--- src/rtl/static_control_loader.sv ---
// Load sequencer for the static control flip-flop bank.
// Turns bit/word load requests into glitch-safe per-bit din/set strobes.
module static_control_loader #(
  parameter int NUM_CTRL   = 16,
  parameter int ADDR_W     = 4,
  parameter int SETUP_CYC  = 2,
  parameter int STROBE_CYC = 4
) (
  input  logic                clk,
  input  logic                rst,
  input  logic                load_req,
  input  logic [ADDR_W-1:0]   load_addr,
  input  logic                load_value,
  input  logic                load_all,
  input  logic [NUM_CTRL-1:0] load_word,
  output logic [NUM_CTRL-1:0] ctrl_din,
  output logic [NUM_CTRL-1:0] ctrl_set,
  output logic                busy,
  output logic                done,
  output logic                err
);

  localparam int MAX_CYC =
    (SETUP_CYC > STROBE_CYC) ? SETUP_CYC : STROBE_CYC;
  localparam int CNT_W = $clog2(MAX_CYC + 1);

  localparam logic [CNT_W-1:0] SETUP_LAST =
    CNT_W'(SETUP_CYC - 1);
  localparam logic [CNT_W-1:0] STROBE_LAST =
    CNT_W'(STROBE_CYC - 1);

  typedef enum logic [2:0] {
    IDLE,
    SETUP,
    STROBE,
    HOLD,
    NEXT
  } state_t;

  state_t              state_q;
  state_t              state_d;
  logic [CNT_W-1:0]    cnt_q;
  logic [CNT_W-1:0]    cnt_d;
  logic [ADDR_W-1:0]   idx_q;
  logic [ADDR_W-1:0]   idx_d;
  logic                bulk_q;
  logic                bulk_d;
  logic [NUM_CTRL-1:0] word_q;
  logic [NUM_CTRL-1:0] word_d;
  logic [NUM_CTRL-1:0] din_q;
  logic [NUM_CTRL-1:0] din_d;
  logic [NUM_CTRL-1:0] set_q;
  logic [NUM_CTRL-1:0] set_d;
  logic                busy_q;
  logic                busy_d;
  logic                done_q;
  logic                done_d;
  logic                err_q;
  logic                err_d;

  logic [NUM_CTRL-1:0] onehot;
  logic [ADDR_W-1:0]   nxt_idx;
  logic                addr_ok;
  logic                more_bits;
  logic                any_req;

  // Request qualification and per-bit helpers.
  always_comb begin
    onehot        = '0;
    onehot[idx_q] = 1'b1;
    nxt_idx       = idx_q + ADDR_W'(1);
    addr_ok       = int'(load_addr) < NUM_CTRL;
    more_bits     = bulk_q &&
                    (int'(idx_q) < NUM_CTRL - 1);
    any_req       = load_req || load_all;
  end

  // Next-state and registered-output computation.
  always_comb begin
    state_d = state_q;
    cnt_d   = cnt_q;
    idx_d   = idx_q;
    bulk_d  = bulk_q;
    word_d  = word_q;
    din_d   = din_q;
    set_d   = '0;
    busy_d  = busy_q;
    done_d  = 1'b0;
    err_d   = 1'b0;

    unique case (state_q)
      IDLE: begin
        if (load_all) begin
          word_d   = load_word;
          idx_d    = '0;
          bulk_d   = 1'b1;
          din_d[0] = load_word[0];
          busy_d   = 1'b1;
          cnt_d    = '0;
          state_d  = SETUP;
        end else if (load_req) begin
          if (addr_ok) begin
            idx_d            = load_addr;
            bulk_d           = 1'b0;
            din_d[load_addr] = load_value;
            busy_d           = 1'b1;
            cnt_d            = '0;
            state_d          = SETUP;
          end else begin
            err_d = 1'b1;
          end
        end
      end

      SETUP: begin
        if (cnt_q == SETUP_LAST) begin
          cnt_d   = '0;
          set_d   = onehot;
          state_d = STROBE;
        end else begin
          cnt_d = cnt_q + CNT_W'(1);
        end
      end

      STROBE: begin
        if (cnt_q == STROBE_LAST) begin
          cnt_d   = '0;
          state_d = HOLD;
        end else begin
          cnt_d = cnt_q + CNT_W'(1);
          set_d = onehot;
        end
      end

      // The advance decision is taken on the HOLD exit edge,
      // so NEXT costs no cycle of its own.
      HOLD: begin
        if (more_bits) begin
          idx_d          = nxt_idx;
          din_d[nxt_idx] = word_q[nxt_idx];
          cnt_d          = '0;
          state_d        = SETUP;
        end else begin
          done_d  = 1'b1;
          busy_d  = 1'b0;
          bulk_d  = 1'b0;
          state_d = IDLE;
        end
      end

      NEXT: begin
        busy_d  = 1'b0;
        state_d = IDLE;
      end

      default: begin
        busy_d  = 1'b0;
        state_d = IDLE;
      end
    endcase

    if (state_q != IDLE && any_req) begin
      err_d = 1'b1;
    end
  end

  // State and output registers.
  always_ff @(posedge clk) begin
    if (rst) begin
      state_q <= IDLE;
      cnt_q   <= '0;
      idx_q   <= '0;
      bulk_q  <= 1'b0;
      word_q  <= '0;
      din_q   <= '0;
      set_q   <= '0;
      busy_q  <= 1'b0;
      done_q  <= 1'b0;
      err_q   <= 1'b0;
    end else begin
      state_q <= state_d;
      cnt_q   <= cnt_d;
      idx_q   <= idx_d;
      bulk_q  <= bulk_d;
      word_q  <= word_d;
      din_q   <= din_d;
      set_q   <= set_d;
      busy_q  <= busy_d;
      done_q  <= done_d;
      err_q   <= err_d;
    end
  end

  assign ctrl_din = din_q;
  assign ctrl_set = set_q;
  assign busy     = busy_q;
  assign done     = done_q;
  assign err      = err_q;

endmodule
--- config.mk ---
export PLATFORM = sky130hd
export DESIGN_NAME = static_control_loader
export DESIGN_NICKNAME = d
export VERILOG_FILES = /design/src/rtl/static_control_loader.sv
export SDC_FILE = /design/constraint.sdc
export NUM_CORES = 1
export LEC_CHECK = 0
export ABC_CLOCK_PERIOD_IN_PS = 5250
export CORE_MARGIN = 1
export CORE_UTILIZATION = 45
export DETAILED_ROUTE_END_ITERATION = 10
export MAX_ROUTING_LAYER = met4
export PLACE_DENSITY = 0.79
export SYNTH_ARGS = -nofsm -noshare
export SYNTH_HDL_FRONTEND = slang
export SYNTH_SLANG_ARGS = --single-unit
--- constraint.sdc ---
create_clock -name clk -period 5.25 [get_ports clk]
set_clock_uncertainty 0.2 [all_clocks]
set_input_delay 1.05 -clock clk [delete_from_list [all_inputs] [get_ports clk]]
set_output_delay 1.05 -clock clk [all_outputs]
set_load 0.005 [all_outputs]
* Word level (Yosys, flattened, before mapping) *
Cells that the tools add are included.
W data, S select, Z words.

operators by class
  add/sub/neg operators = 2
  order comparisons = 7
  eq/ne operators = 12
  mux-type cells = 43
  bitwise gates (word level) = 2
  reductions and logical operators = 19

operators by type and width
  kind                   count
  $mux W16               4
  $pmux W16 S2           2
  $bwmux W16             2
  $mux W3                9
  $pmux W3 S4            2
  $lt A4 B5 Y1 const B   3
  $mux W15               1
  $reduce_and A3 Y1      5
  $mux W1                13
  $demux W1 S4           3
  $ge A4 B1 Y1 const B   3
  $mux W4                3
  $ne A2 B2 Y1 const B   6
  $eq A3 B2 Y1 const B   3
  $pmux W4 S2            1
  $eq A3 B1 Y1 const B   2
  $logic_and A1 B1 Y1    5
  $add A4 B1 Y4 const B  1
  $bmux W1 S4            1
  $lt A4 B4 Y1 const B   1
  $reduce_and A4 Y1      1
  $reduce_bool A4 Y1     1
  $reduce_or A2 Y1       2
  $add A3 B1 Y3 const B  1
  other kinds (9)        10

storage, ports and cells
  bits in registers = 62
  input port bits = 25
  logic and storage cells = 96

* Logic depth before layout (Yosys ltp) *
Gate-level depths: netlist of the first run.

  word-level depth = 8
  gate-level depth with buffers = 9
  depth with buffers taken out = 8

* Worst setup path before layout of the first run *
Ideal clock, no wire load.

  kind = register to register
  from = register idx_q[0]
  to = register din_q[9], in the netlist ctrl_din[9]
  library setup time = 0.142 ns
  arrival = 2.252 ns
  required time = 4.908 ns
  path slack = 2.656 ns
  cell stages (with the launch flop) = 9
  buffers on the path = 1
  period minus slack after synthesis = 2.594 ns
  cells stage by stage = dfxtp_1 buf_6 inv_1 ha_1 mux4_2 mux2i_1 nor2_2 nor4_2 a2111oi_2

on the way
  longest elaborated chain between the ends = 8
  elaborated cells on any way between the ends = 15

ends and longest elaborated chain
  item                                                                       RTL line  text
  start: declaration                                                         44        logic [ADDR_W-1:0] idx_q;
  start signal: assignment                                                   183       idx_q <= idx_d;
  $add A4 B1 Y4                                                              71        nxt_idx = idx_q + ADDR_W'(1);
  $lt A4 B5 Y1 (not written as such) / $ge A4 B1 Y1 (equally long branches)  140       din_d[nxt_idx] = word_q[nxt_idx];
  $logic_and A1 B1 Y1 (not written as such)                                  140
  $mux W1 (not written as such)                                              140
  $demux W1 S4                                                               140
  $bwmux W16                                                                 140
  $mux W16                                                                   138       if (more_bits) begin
  $pmux W16 S2                                                               91        unique case (state_q)
  end signal: assignment                                                     186       din_q <= din_d;
  end: declaration                                                           50        logic [NUM_CTRL-1:0] din_q;

Several ways; a longest one is shown, not always the timed one. The select of a mux whose other input is x is not followed.
A chain may end at the register's enable or synchronous reset.

* Worst setup path after layout of the first run *
  from = register idx_q[0]
  to = register din_q[11], in the netlist ctrl_din[11]

The elaborated chain is that of the path after synthesis.

==> results of run 1 <==
[cells by family (layout without fill, tap and decap cells)]
group	Yosys count	in the layout	synth area share, %
multiplexers	16	16	6.35
AND/OR/NAND/NOR	182	182	26.3
adder cells (fa/ha/maj)	13	13	4.80
AO/OA/AOI/OAI	98	98	19.6
buffers and inverters	36	88	6.35
flip-flops	61	61	36.0
XOR/XNOR	2	2	0.517
[cell usage in the layout (no fill, tap or decap), drive strengths merged, types with 3 or more instances in the layout]
master / instances
nand2b: 6
o32ai: 5
o22ai: 6
nand2: 56
clkinv: 4
a41oi: 3
and2: 3
mux2i: 11
nor3: 24
a21oi: 46
dfxtp: 61
clkbuf: 10
inv: 12
nor2: 50
a31oi: 4
ha: 13
buf: 3
nand4b: 4
nand3b: 3
a31o: 5
o21ai: 4
nor2b: 5
nand3: 8
nor4: 11
a311oi: 7
clkdlybuf4s50: 59
mux4: 4
o31ai: 3
nor3b: 6
[flip-flops by register name, summed over array words and instances (netlist names)]
name and cells:
word_q 16, busy 1, ctrl_set 16, done 1
err 1, bulk_q 1, ctrl_din 16, state_q 2
idx_q 4, cnt_q 3
[through the flow]
| stage | setup slack [ps] | hold slack, ps |
|---|---|---|
| after global routing | 1790 | 279 |
| after global placement | 1950 | 241 |
| final | 2040 | 254 |
| after floorplan | 2660 | 231 |
| after CTS | 2050 | 256 |
| after detailed placement | 1920 | 247 |
[worst min-delay path, delay by kind of cell, from the launching register on]
family          cells  cell delay, ps
compound gates      1              50
simple gates        1              50
flops               1             310
[power by group]
part | internal (W) | leakage [nW] | total, W | switching [W]
logic | 0.000260 | 0.799 | 0.000674 | 0.000413
clock network | 0.000187 | 0.0970 | 0.000386 | 0.000199
registers | 0.000520 | 0.496 | 0.000595 | 0.0000749
[how the worst max path moves through the flow]
| stage | start | to | slack, ps | depth (start not counted) |
|---|---|---|---|---|
| 2_1_floorplan | load_all | ctrl_din[0]$_SDFFE_PP0P_ | 2660 | 7 |
| 3_3_place_gp | load_all | ctrl_din[0]$_SDFFE_PP0P_ | 1950 | 7 |
| 3_5_place_dp | load_all | ctrl_din[0]$_SDFFE_PP0P_ | 1920 | 7 |
| 4_1_cts | idx_q[0]$_SDFFE_PP0P_ | ctrl_din[11]$_SDFFE_PP0P_ | 2050 | 7 |
| 5_1_grt | idx_q[0]$_SDFFE_PP0P_ | ctrl_din[3]$_SDFFE_PP0P_ | 1790 | 8 |
| 6_report | idx_q[0]$_SDFFE_PP0P_ | ctrl_din[11]$_SDFFE_PP0P_ | 2040 | 6 |
[routing by layer]
metal / GRT usage [%] / vias to the layer above
li1: - / 1573
met1: 30.8 / 1450
met2: 33.1 / 174
met3: 4.85 / 28
met4: 11.9 / 0
met5: - / -
[layout make-up]
class / count / area, sq um / share of cell area (%)
inverter: 10 / 37.5 / 0.909
clock buffer: 10 / 138 / 3.33
multi-input combinational: 311 / 1950 / 47.3
timing repair buffer: 62 / 613 / 14.8
tap: 99 / 124 / 3.00
sequential: 61 / 1220 / 29.6
clock inverter: 6 / 45.0 / 1.09
==> results.py, run 1 <==
metrics = {
    "sta": {
        "rsz0062_at_grt": "no",
        "hold_viol": 0,
        "maxSlewViolCount": 0,
        "worstMarginPinSlew_ps": 754,
        "period_needed_ps": 3210,
        "setup_violations": 0,
        "timing.fmax_mhz": 311,
        "setup_tns_ps": 0,
        "fin_crit_sh_pct": 61.2,
        "max_slew_margin_pct": 49.7,
    },
    "synth": {
        "ys_warn_count": 0,
        "syn_inst": 408,
        "ys_top_cells_by_area": "dfxtp_1 36%, a21oi_1 6.6%, nand2_1 6.1%",
        "synth_top_area_share_pct": 36.0,
        "async_reset_ff_share_pct": 0,
        "synth-edff-count": 0,
        "synth.most_common_cell": "dfxtp_1",
        "syn_avg_cell_area_sq_um": 8.30,
        "yosysUniqueCellTypes": 59,
        "ys_ff_latch": 61,
        "synthFlopType": "dfxtp_1",
        "synthTopCellsByCount": "61 x dfxtp_1, 55 x nand2_1, 48 x nor2_1",
        "syn_nets": 446,
        "syn_area_sq_um": 3390,
        "yosys.area.top_type": "dfxtp_1",
        "ys_seq_area_share_pct": 36.0,
    },
    "routing": {
        "drt_iter0_drc": 359,
        "wl_met1_microns": 3730,
        "via_count": 3225,
        "top_layer": "met4",
        "dr_wl_met2_microns": 3730,
        "dr.pass1.iters": 5,
        "wl_microns": 8340,
        "route.detailed.drc": 0,
        "routedWlPerCell_microns": 14.9,
        "vias_per_cell": 5.77,
        "wl_met3_microns": 625,
        "drt.antenna.violating_nets": 0,
    },
    "clocking": {
        "cts.sinks": 61,
        "cts_max_path_buffers": 2,
        "cts_buffers": 9,
        "htree_levels": 3,
        "cts_setup_buffers": 0,
        "ctsHoldBuffers": 0,
        "cts_tree": "built",
        "cts.clk_slew.worst_paths_ps": 80,
        "clockRootBuffer": "clkbuf_8",
        "cts_resized": 0,
        "clk_latency_ps": 350,
    },
    "global_route": {
        "grt_usage_pct": 23.2,
        "overflow": 0,
        "antenna_found_initial": 0,
        "grt_pass1_wl_microns": 13500,
        "grt_pass1_vias": 2872,
        "grt_max_degree": 42,
    },
    "run": {
        "drv_cap": 0,
    },
    "pwr": {
        "vdd_ir_drop_max_v": 0.000196,
        "cellLeakagePower_nw": 1.39,
        "p_total_w": 0.00165,
        "p_per_area_nw_per_um2": 401,
    },
    "die": {
        "start_util_pct": 46.7,
        "dieArea_sq_um": 7880,
        "placementRows": 31,
        "die-height_microns": 88.8,
        "core_area_sq_um": 7250,
        "die_w_microns": 88.8,
        "io-pin-count": 60,
    },
    "layout": {
        "n_antenna_cell": 0,
        "drive_gt1_share_pct": 9.13,
        "fin_cells": 559,
        "nFillCells": 697,
        "final_area_sq_um": 4130,
        "area_delta_synth_final_pct": 21.9,
        "nets": 493,
        "final_util_pct": 56.9,
    },
    "placed_design": {
        "placed_area_sq_um": 3950,
        "place.gp.congestion": 0.925,
        "io_buffers": 59,
        "post-place-cells": 543,
        "dp_hpwl_microns": 6020,
    },
    "worst_setup_path": {
        "worst_ep_required_time_ps": 5290,
        "worstSetupStartpointType": "flop",
        "ff2ff_path_depth": 6,
        "cp_max_fo": 14,
        "worstSetupPathType": "flop to flop",
        "crit_buf_inv": 0,
        "critical_path.cell_chain": "ha_1, nand3_2, a21oi_2, a21o_1, nor4_2, a2111oi_2",
        "rrSetupSlack_ps": 2040,
        "r2r-end": "ctrl_din[11]$_SDFFE_PP0P_",
        "arrival_ps": 3250,
        "critPathCaptureType": "flop",
        "slowest_delay_ps": 700,
        "cpMaxStageDelayCell": "dfxtp_1",
        "path_delay_family": "compound AO/OA/AOI/OAI gates",
        "regToRegStartpoint": "idx_q[0]$_SDFFE_PP0P_",
    },
    "hold_path": {
        "hold_depth": 2,
        "min-delay-start": "word_q[5]$_SDFFE_PP0P_",
        "min_to": "word_q[5]$_SDFFE_PP0P_",
        "min_path_type": "flop to flop",
    },
    "run_status": {
        "status": "finished, final reports clean",
    },
}
No activity file was read; power rests on OpenSTA's default activity.
==> run 2, diff against run 1 <==
- ABC_CLOCK_PERIOD_IN_PS: 5250 -> 3100
- clock period: 5.25 -> 3.1 ns (I/O delays scaled with it)
==> results.py, run 2 (synthesized netlist as in run 1, its figures left out) <==
metrics = {
    "global_route": {
        "grt_max_degree": 22,
        "antenna_found_initial": 0,
        "grt_pass1_vias": 3009,
        "grt_usage_pct": 25.4,
        "overflow": 0,
        "grt_pass1_wl_microns": 14800,
    },
    "worst_setup_path": {
        "worstSetupStartpointType": "flop",
        "ff2ff_path_depth": 8,
        "arrival_ps": 2660,
        "r2r-end": "ctrl_din[3]$_SDFFE_PP0P_",
        "regToRegStartpoint": "idx_q[0]$_SDFFE_PP0P_",
        "crit_buf_inv": 1,
        "worstSetupPathType": "flop to flop",
        "cp_max_fo": 5,
        "rrSetupSlack_ps": 460,
        "worst_ep_required_time_ps": 3120,
        "path_delay_family": "multiplexers",
        "slowest_delay_ps": 650,
        "cpMaxStageDelayCell": "mux4_2",
        "critical_path.cell_chain": "inv_1, ha_1, mux4_2, mux2i_1, nor2_2, nor3_2, nor2_1, o22a_1",
        "critPathCaptureType": "flop",
    },
    "layout": {
        "n_antenna_cell": 0,
        "area_delta_synth_final_pct": 25.5,
        "fin_cells": 570,
        "regArea_sq_um": 1220,
        "layout_commonest_cell": "dfxtp_1",
        "nets": 505,
        "drive_gt1_share_pct": 11.0,
        "nFillCells": 681,
        "final_area_sq_um": 4250,
        "final_cell_mix": "61 x dfxtp_1, 59 x clkdlybuf4s50_1, 55 x nand2_1",
        "multiInputGateArea_sq_um": 1950,
    },
    "routing": {
        "drt_iter0_drc": 249,
        "vias_per_cell": 5.78,
        "wl_met3_microns": 566,
        "drt.antenna.violating_nets": 0,
        "wl_met1_microns": 4040,
        "dr.pass1.iters": 5,
        "dr_wl_met2_microns": 4170,
        "top_layer": "met4",
        "routedWlPerCell_microns": 15.8,
        "route.detailed.drc": 0,
        "wl_microns": 9010,
        "via_count": 3292,
    },
    "pwr": {
        "vdd_ir_drop_max_v": 0.000412,
        "p_seq_share_pct": 31.4,
        "netSwitchingPower_w": 0.00117,
        "cell_internal_pwr_w": 0.00184,
        "p_per_area_nw_per_um2": 709,
        "sw_frac_of_total_pct": 38.9,
        "cellLeakagePower_nw": 1.46,
        "power_frac_clock_pct": 25.6,
        "combPwrFrac_pct": 43.0,
    },
    "die": {
        "die_w_microns": 88.8,
        "start_util_pct": 46.7,
        "placementRows": 31,
        "die-height_microns": 88.8,
        "io-pin-count": 60,
        "core_area_sq_um": 7250,
        "dieArea_sq_um": 7880,
    },
    "clocking": {
        "cts_max_path_buffers": 2,
        "htree_levels": 3,
        "clk_latency_ps": 330,
        "cts_resized": 0,
        "cts_buffers": 9,
        "cts_tree": "built",
        "cts.clk_slew.worst_paths_ps": 70,
        "cts.sinks": 61,
        "clockRootBuffer": "clkbuf_8",
        "cts_setup_buffers": 0,
        "ctsHoldBuffers": 0,
    },
    "run": {
        "drv_cap": 0,
    },
    "placed_design": {
        "post-place-cells": 555,
        "dp_hpwl_microns": 6640,
        "io_buffers": 59,
        "pre_cts_ws_ps": 264,
        "placed_area_sq_um": 4040,
        "place.gp.congestion": 0.986,
    },
    "run_status": {
        "status": "finished, final reports clean",
    },
    "sta": {
        "hold_viol": 0,
        "period_needed_ps": 2640,
        "fin_crit_sh_pct": 85.1,
        "maxSlewViolCount": 0,
        "setup_tns_ps": 0,
        "max_slew_margin_pct": 61.9,
        "fin_ws_ps": 463,
        "hold_slack_ps": 261,
        "setup_violations": 0,
        "timing.fmax_mhz": 379,
        "rsz0062_at_grt": "no",
        "worstMarginPinSlew_ps": 571,
    },
    "hold_path": {
        "min_path_type": "flop to flop",
        "min_to": "word_q[11]$_SDFFE_PP0P_",
        "min-delay-start": "word_q[11]$_SDFFE_PP0P_",
        "hold_depth": 2,
    },
}
run 2: cell types whose count changed in the layout (fill, tap and decap cells not counted), sizes merged:
cell      change
clkinvlp      +1
clkinv        -3
clkbuf        +1
inv           -2
bufinv        +2
buf          +12
run 2: worst max path at each step:
stage                     cells after the start                   endpoint                   from  slack [ps]
after detailed placement                      6  ctrl_din[13]$_SDFFE_PP0P_               load_all         260
after global placement                        6   ctrl_din[4]$_SDFFE_PP0P_               load_all         270
after floorplan                               8   ctrl_din[9]$_SDFFE_PP0P_  idx_q[0]$_SDFFE_PP0P_         510
after global routing                          8   ctrl_din[3]$_SDFFE_PP0P_  idx_q[0]$_SDFFE_PP0P_         310
final                                         8   ctrl_din[3]$_SDFFE_PP0P_  idx_q[0]$_SDFFE_PP0P_         460
after CTS                                     7   ctrl_din[9]$_SDFFE_PP0P_  idx_q[0]$_SDFFE_PP0P_         460
run 2: tightest hold or removal path, delay by kind of cell, from the launching register on:
family | cells | cell delay (ps)
simple gates | 1 | 50
flops | 1 | 310
compound gates | 1 | 50
run 2: layout make-up:
cell class	instances	area share, %
clock inverter	4	1.71
tap	99	2.91
sequential	61	28.7
inverter	10	0.883
clock buffer	11	3.33
multi-input combinational	311	45.9
timing repair buffer	74	16.5
run 2: power groups by stage:
stage | logic, W | registers (W) | clock network [W]
floorplan | 0.000935 | 0.000955 | 0
global placement | 0.00125 | 0.000958 | 0
detailed placement | 0.00127 | 0.000963 | 0
CTS | 0.00128 | 0.000946 | 0.000785
global route | 0.00142 | 0.000959 | 0.000819
finish | 0.00130 | 0.000947 | 0.000770
run 2: metrics by stage:
step           utilization (%)  power [W]
6_report                  58.6    0.00301
5_1_grt                   58.6    0.00320
4_1_cts                   58.6    0.00301
3_5_place_dp              55.7    0.00223
3_3_place_gp              55.7    0.00221
2_1_floorplan                -    0.00189
run 2: per-layer routing:
layer	vias to the layer above	global-route usage (%)
met5	-	-
met4	0	11.6
met3	23	4.29
met2	138	38.4
met1	1536	33.2
li1	1595	-
